## src/rtl/scan_mux_pkg.sv

```systemverilog
// Shared types and constants for the scan_mux block: FSM state encoding and mode input codes.
package scan_mux_pkg;

  typedef enum logic [0:0] {
    ST_MANUAL = 1'b0,
    ST_SCAN   = 1'b1
  } state_e;

  localparam logic MODE_MANUAL = 1'b0;
  localparam logic MODE_SCAN   = 1'b1;

endpackage : scan_mux_pkg

```

## src/rtl/scan_mux_dwell_ctr.sv

```systemverilog
// Dwell counter for scan_mux: counts 0..DWELL-1 while enabled, wraps at terminal count.
// o_tc is asserted only while enabled, so a held counter never signals terminal count.
module scan_mux_dwell_ctr #(
  parameter int DWELL = 16
) (
  input  logic clk,
  input  logic rst_n,
  input  logic i_clr,
  input  logic i_en,
  output logic o_tc
);

  localparam int              CNT_W = (DWELL > 1) ? $clog2(DWELL) : 1;
  localparam logic [CNT_W-1:0] LAST = CNT_W'(DWELL - 1);

  logic [CNT_W-1:0] r_cnt;

  assign o_tc = i_en && (r_cnt == LAST);

  // NOTE: state registers use non-blocking assignments; reset is sampled on the clock edge.
  always_ff @(posedge clk) begin
    if (!rst_n) begin
      r_cnt <= '0;
    end else if (i_clr || o_tc) begin
      r_cnt <= '0;
    end else if (i_en) begin
      r_cnt <= r_cnt + 1'b1;
    end
  end

endmodule : scan_mux_dwell_ctr

```

## src/rtl/scan_mux.sv

```systemverilog
// N:1 registered multiplexer with manual channel load and automatic round-robin scan.
// Optional break-before-make blanking on channel change: define SCAN_MUX_BLANK_EN.
module scan_mux
  import scan_mux_pkg::*;
#(
  parameter  int WIDTH    = 8,
  parameter  int CHANNELS = 4,
  parameter  int DWELL    = 16,
  localparam int SEL_W    = $clog2(CHANNELS)
) (
  input  logic                      clk,
  input  logic                      rst_n,
  input  logic [CHANNELS*WIDTH-1:0] in_data,
  input  logic [CHANNELS-1:0]       in_valid,
  input  logic                      mode,
  input  logic [SEL_W-1:0]          sel,
  input  logic                      sel_load,
  output logic [WIDTH-1:0]          out_data,
  output logic                      out_valid,
  output logic [SEL_W-1:0]          cur_sel,
  output logic                      switched,
  output logic                      sel_err
);

  localparam logic [SEL_W:0]   CH_LIM  = (SEL_W + 1)'(CHANNELS);
  localparam logic [SEL_W-1:0] LAST_CH = SEL_W'(CHANNELS - 1);

  state_e           r_state;
  logic [SEL_W-1:0] r_sel;
  logic [WIDTH-1:0] r_data;
  logic             r_valid;
  logic             r_switched;
  logic             r_sel_err;

  state_e           w_state_nxt;
  logic             w_sel_ok;
  logic             w_load_ok;
  logic             w_tc;
  logic             w_ctr_clr;
  logic             w_ctr_en;
  logic [SEL_W-1:0] w_sel_nxt;
  logic             w_switch;
  logic [WIDTH-1:0] w_data;
  logic             w_valid;

  // Behaviour in each cycle follows the mode input directly; r_state records it.
  assign w_state_nxt = (mode == MODE_SCAN) ? ST_SCAN : ST_MANUAL;
  assign w_sel_ok    = ({1'b0, sel} < CH_LIM);
  assign w_load_ok   = sel_load && w_sel_ok;

  // Counter idles at 0 in manual; parked on scan exit and restarted on any valid load.
  assign w_ctr_en  = (w_state_nxt == ST_SCAN);
  assign w_ctr_clr = w_load_ok || ((r_state == ST_SCAN) && (w_state_nxt == ST_MANUAL));

  scan_mux_dwell_ctr #(
    .DWELL (DWELL)
  ) u_dwell_ctr (
    .clk   (clk),
    .rst_n (rst_n),
    .i_clr (w_ctr_clr),
    .i_en  (w_ctr_en),
    .o_tc  (w_tc)
  );

  // NOTE: every always_comb output gets a default first so no latch is inferred.
  always_comb begin
    w_sel_nxt = r_sel;
    if (w_load_ok) begin
      w_sel_nxt = sel;
    end else if (w_tc) begin
      w_sel_nxt = (r_sel == LAST_CH) ? '0 : r_sel + 1'b1;
    end
  end

  assign w_switch = (w_sel_nxt != r_sel);

  always_comb begin
    w_data  = '0;
    w_valid = 1'b0;
    for (int c = 0; c < CHANNELS; c++) begin
      if (w_sel_nxt == SEL_W'(c)) begin
        w_data  = in_data[c*WIDTH +: WIDTH];
        w_valid = in_valid[c];
      end
    end
`ifdef SCAN_MUX_BLANK_EN
    if (w_switch) begin
      w_data  = '0;
      w_valid = 1'b0;
    end
`endif
  end

  always_ff @(posedge clk) begin
    if (!rst_n) begin
      r_state    <= ST_MANUAL;
      r_sel      <= '0;
      r_data     <= '0;
      r_valid    <= 1'b0;
      r_switched <= 1'b0;
      r_sel_err  <= 1'b0;
    end else begin
      r_state    <= w_state_nxt;
      r_sel      <= w_sel_nxt;
      r_data     <= w_data;
      r_valid    <= w_valid;
      r_switched <= w_switch;
      r_sel_err  <= sel_load && !w_sel_ok;
    end
  end

  assign out_data  = r_data;
  assign out_valid = r_valid;
  assign cur_sel   = r_sel;
  assign switched  = r_switched;
  assign sel_err   = r_sel_err;

endmodule : scan_mux

```

## config.mk

```make
export PLATFORM = sky130hd
export DESIGN_NAME = scan_mux
export DESIGN_NICKNAME = d
export VERILOG_FILES = /design/src/rtl/scan_mux_pkg.sv /design/src/rtl/scan_mux_dwell_ctr.sv /design/src/rtl/scan_mux.sv
export SDC_FILE = /design/constraint.sdc
export NUM_CORES = 1
export LEC_CHECK = 0
export ABC_AREA = 1
export CAP_MARGIN = 20
export CORE_AREA = 3 3 71 46
export CTS_CLUSTER_DIAMETER = 60
export DETAILED_ROUTE_END_ITERATION = 10
export DIE_AREA = 0 0 74 49
export PLACE_DENSITY_LB_ADDON = 0.08
export SLEW_MARGIN = 20
export SYNTH_ARGS = -nofsm -noshare
export SYNTH_HDL_FRONTEND = slang
export SYNTH_HIERARCHICAL = 1
export SYNTH_SLANG_ARGS = --single-unit
```

## constraint.sdc

```tcl
create_clock -name clk -period 1.76 [get_ports clk]
set_input_delay 0.176 -clock clk [delete_from_list [all_inputs] [get_ports clk]]
set_output_delay 0.176 -clock clk [all_outputs]
set_load 0.01 [all_outputs]
```

# [Word level (Yosys, flattened, before mapping)]
# Index checks and enable logic that the tools add are counted.
[classes] n_addsub=2 n_mul=0 n_div=0 magnitude_cmp=0 eq_ne=6 shifts=0 n_mux=12 n_bitwise=2 reduce_logical=6
[op_table] op="8-bit two-way mux" count=4
[op_table] op="2-bit equality test (second input constant)" count=3
[op_table] op="2-bit two-way mux" count=3
[op_table] op="1-bit two-way mux" count=5
[op_table] op="4-bit by 1-bit adder with 4-bit output (second input constant)" count=1
[op_table] op="4-bit equality test (second input constant)" count=1
[op_table] op="2-bit by 1-bit adder with 2-bit output (second input constant)" count=1
[op_table] op="2-bit by 1-bit equality test with 1-bit output (second input constant)" count=1
[op_table] op="1-bit logical AND" count=2
[op_table] op="2-bit zero test" count=1
[op_table] op="1-bit logical OR" count=2
[op_table] op="2-bit != test" count=1
[op_table] op="1-bit inverter" count=2
[op_table] op="2-bit OR reduction" count=1
[word_totals] reg_bits=17 latchBits=0 ram_bits=0 rom_bits=0 inputBits=42 out_inout_bits=13 wordCells=34 mem_count=0

# [Longest topological paths before layout]
[logic_depth] depth_word=9 ltp_mapped=12 mapped_depth_nobuf=12

# [Cells and area by module]
# Netlist, hierarchy kept.
[by_module_without_submodules] module="scan_mux" instances=1 cells_each=122 area_each_um2=848.3 seq_area_each_um2=260.2
[by_module_without_submodules] module="scan_mux_dwell_ctr" instances=1 cells_each=26 area_each_um2=187.7 seq_area_each_um2=80.1

# [Worst setup path before layout]
# Ideal clock, no wire load.
[synth_timing] path_kind="reg2reg" start="register u_dwell_ctr.r_cnt[0]" end="register r_switched, in the netlist switched" setup_ps=120 arrival_ps=1419 t_required_ps=1640 setup_slack_ps=221 path_stages_with_launch=10 n_path_buf=1 synth_period_minus_slack_ps=1539 path_cell_list="dfxtp_1 -> ha_1 -> nand4_1 -> inv_1 -> a21oi_1 -> nand2_2 -> nand2_2 -> buf_4 -> xor2_1 -> a21oi_1"
[synth_between] elab_chain_len=5
[synth_lines] item="start, declared" line_no="scan_mux_dwell_ctr.sv:16" text="logic [CNT_W-1:0] r_cnt;"
[synth_lines] item="start signal, assigned" line_no="scan_mux_dwell_ctr.sv:27" text="r_cnt <= r_cnt + 1'b1;"
[synth_lines] item="4-bit equality test" line_no="scan_mux_dwell_ctr.sv:18" text="assign o_tc = i_en && (r_cnt == LAST);"
[synth_lines] item="1-bit logical AND" line_no="scan_mux_dwell_ctr.sv:18"
[synth_lines] item="net w_tc" line_no="scan_mux.sv:38" text="logic w_tc;"
[synth_lines] item="2-bit two-way mux" line_no="scan_mux.sv:70" text="end else if (w_tc) begin"
[synth_lines] item="2-bit two-way mux" line_no="scan_mux.sv:68" text="if (w_load_ok) begin"
[synth_lines] item="2-bit != test" line_no="scan_mux.sv:75" text="assign w_switch = (w_sel_nxt != r_sel);"
[synth_lines] item="end signal, assigned" line_no="scan_mux.sv:107" text="r_switched <= w_switch;"
[synth_lines] item="end, declared" line_no="scan_mux.sv:32" text="logic r_switched;"
# The timed path passes the listed nets, and every way through them passes these cells.
# A chain may end at the register's enable or synchronous reset.

# [Worst setup path after layout]
[layout_timing] start="register u_dwell_ctr.r_cnt[1]" end="register r_data[1], in the netlist out_data[1]"
[layout_between] elab_chain_len=9 elab_cells_between_ends=12 classes_between="eq/ne (4); mux (6); reduce/logical (2)"
[layout_lines] item="4-bit equality test (*)" line_no="scan_mux_dwell_ctr.sv:18"
[layout_lines] item="1-bit logical AND (*)" line_no="scan_mux_dwell_ctr.sv:18"
[layout_lines] item="net w_tc" line_no="scan_mux.sv:38"
[layout_lines] item="2-bit two-way mux (*)" line_no="scan_mux.sv:70"
[layout_lines] item="2-bit two-way mux (*)" line_no="scan_mux.sv:68"
[layout_lines] item="2-bit zero test" line_no="scan_mux.sv:81" text="if (w_sel_nxt == SEL_W'(c)) begin"
[layout_lines] item="8-bit two-way mux (3 in series)" line_no="scan_mux.sv:81"
[layout_lines] item="8-bit two-way mux (*)" line_no="scan_mux.sv:81"
[layout_lines] item="end signal, assigned" line_no="scan_mux.sv:105" text="r_data <= w_data;"
[layout_lines] item="end, declared" line_no="scan_mux.sv:30" text="logic [WIDTH-1:0] r_data;"
# Mark *: on every way through the listed nets, which the timed path passes. The rest lies on a longest branch.

==> impl_metrics.yaml <==
status:
  status: "finished clean"
route:
  drt-total-wl_um: 3150
  ant_nets: 0
  vias_per_cell: 4.80
  dr.pass1.iters: 4
  routedWlPerCell_um: 13.1
  drt_iter0_drc: 98
  drc_errors: 0
  vias: 1157
setup_path:
  critPathMaxStageDelay_ns: 0.37
  cp_data_required_time_ns: 1.90
  slowest_stage: "dfxtp_2"
  path_cells: "ha_4, nand4_1, inv_2, a21oi_1, nand2_2, nand2_4, buf_12, o21a_1, nor2_1, nor2_1"
  critPathArrivalTime_ns: 1.77
  critPathMaxFanout: 14
  end_kind: "flop"
  worst-setup-path-type: "flop to flop"
  start_kind: "flop"
  cpMostUsedCell: "nor2_1"
synth:
  syn_nets: 192
  synth-warning-count: 6
  synth_compound_area_share_pct: 13.3
  synth-seq-cells: 17
  synth_fa_ha_area_share_pct: 2.42
  synth_cell_types: 25
  synth_cells: 148
  synthXorXnorAreaFrac_pct: 3.38
  yosys.area_share.simple_pct: 33.8
  synth_top_family_by_area: "simple AND/OR/NAND/NOR gates"
  avgSynthCellArea_um2: 7.00
  ys_seq_area_share_pct: 32.9
  syn_area_mm2: 0.00104
  synth_mux_area_share_pct: 0
sta:
  setup_viol: 0
  fmax_mhz: 616
  fin_hold_ws_ns: 0.523
  post-route-period-util_pct: 92.2
  rsz0062_at_grt: "no"
  slew_violations: 0
  finClkSkew_ns: 0.00210
  hold_violations: 0
  finalWorstPathRequiredPeriod_ns: 1.62
global_route:
  grt_util_met1_pct: 25.2
  antenna_found_initial: 0
  grt_pass1_vias: 1085
  grt_max_degree: 15
  grt_pass1_wl_um: 4910
  busiest_layer: "met1"
  grt_usage_pct: 17.2
  grtUsageMet3_pct: 5.56
  gr-total-overflow: 0
  met2_usage_pct: 24.1
pwr:
  leakage_nw: 0.761
  power_density_mw_per_mm2: 620
  vdd_drop_max_uv: 433
  power_mw: 1.06
floorplan:
  rows: 14
  die_y_um: 49
  chipWidth_um: 74
  ios: 55
  dieArea_mm2: 0.00363
  design.core.area_mm2: 0.00257
  start_util_pct: 40.2
place:
  routabilityCongestion: 0.851
  port_buffers: 53
  dpl.hpwl_um: 2420
clock_tree:
  clk_path_buf_depth: 2
  clkTransAtPathRegs_ns: 0.07
  hold_buffers: 0
  root_buffer: "clkbuf_8"
  h-tree-depth: 1
  cts_buffers: 3
  clock-sinks: 17
  cts_tree: "yes"
  clk_latency_ns: 0.25
final_layout:
  final_common_cell: "clkdlybuf4s50_1"
  mostFrequentLayoutCells: "53 x clkdlybuf4s50_1, 27 x nand2_1, 19 x inv_1"
  syn2layout_area_growth_pct: 64.9
  antennaDiodeCount: 0
  fillers: 209
  drive_above_1_share_pct: 13.4
  final_nets: 254
worst_hold_path:
  hold_class: "flop to flop"
flow_run:
  drv_cap: 0
## repair_timing
item,in CTS,in global routing
endpoints found under the setup margin,1,10
setup buffers,0,2
pin swaps,0,3
resized for setup,2,7
## state kept, by name (all words and copies together) (netlist names)
name,count
out_data,8
cur_sel,2
u_dwell_ctr/r_cnt,4
r_state,1
out_valid,1
switched,1
## cell families after synthesis
kind of cell,Yosys count
AO/OA/AOI/OAI,25
XOR/XNOR,4
adder cells (fa/ha/maj),2
buffers and inverters,27
flip-flops,17
other,1
AND/OR/NAND/NOR,72
## cell usage after synthesis (all sizes together)
cell	instances	area, um2
or2	1	8.76
o21a	5	37.5
inv	21	78.8
conb	1	3.75
nand3	11	60.1
dfxtp	17	340
xnor2	1	8.76
xor2	3	26.3
buf	4	46.3
nor2	18	67.6
nand2	32	151
o21ai	15	75.1
ha	2	25.0
a21oi	5	25.0
clkbuf	2	18.8
nand4	10	62.6
## worst paths after layout
kind	depth (start not counted)	from	endpoint	slack [ns]
min reg2reg	2	u_dwell_ctr/r_cnt[3]	u_dwell_ctr/r_cnt[3]	0.52
max	10	u_dwell_ctr/r_cnt[1]	out_data[1]	0.14
max reg2reg	10	u_dwell_ctr/r_cnt[1]	out_data[1]	0.14
min	2	u_dwell_ctr/r_cnt[3]	u_dwell_ctr/r_cnt[3]	0.52
## final cells by class
class | instances | area [um2] | area share (%)
clock buffer | 3 | 41.3 | 2.42
clock inverter | 1 | 5.00 | 0.293
inverter | 21 | 78.8 | 4.62
multi-input combinational | 104 | 582 | 34.1
sequential | 17 | 343 | 20.1
tap | 32 | 40.0 | 2.34
timing repair buffer | 63 | 618 | 36.2
## worst max-delay path, delay by kind of cell (launching register included)
family | cells | cell delay (ns)
AND/OR/NAND/NOR | 5 | 0.48
flip-flops | 1 | 0.37
adder cells (fa/ha/maj) | 1 | 0.14
buffers and inverters | 2 | 0.27
AO/OA/AOI/OAI | 2 | 0.25
## stage by stage
stage | std cells | TNS (ns) | area (um2) | setup slack (ns) | util (%)
finish | 241 | 0 | 1710 | 0.138 | 66.3
CTS | 239 | 0 | 1670 | 0.0230 | 64.7
floorplan | 148 | 0 | 1040 | 0.221 | -
global route | 241 | 0 | 1710 | 0.0251 | 66.3
detailed placement | 235 | -0.116 | 1610 | -0.0512 | 62.7
global placement | 235 | 0 | 1610 | 0.0259 | 62.7
## layer usage
metal / vias to the layer above / part of all wire, %
li1: 599 / -
met1: 505 / 46
met2: 51 / 45
met3: 2 / 9.1
met4: 0 / 0.38
met5: - / 0
## report_power, final
part	total, mW	internal (mW)	switching [mW]
combinational	0.337	0.194	0.143
clock	0.299	0.157	0.142
sequential	0.423	0.413	0.0105
(Power assumes the default switching activity.)
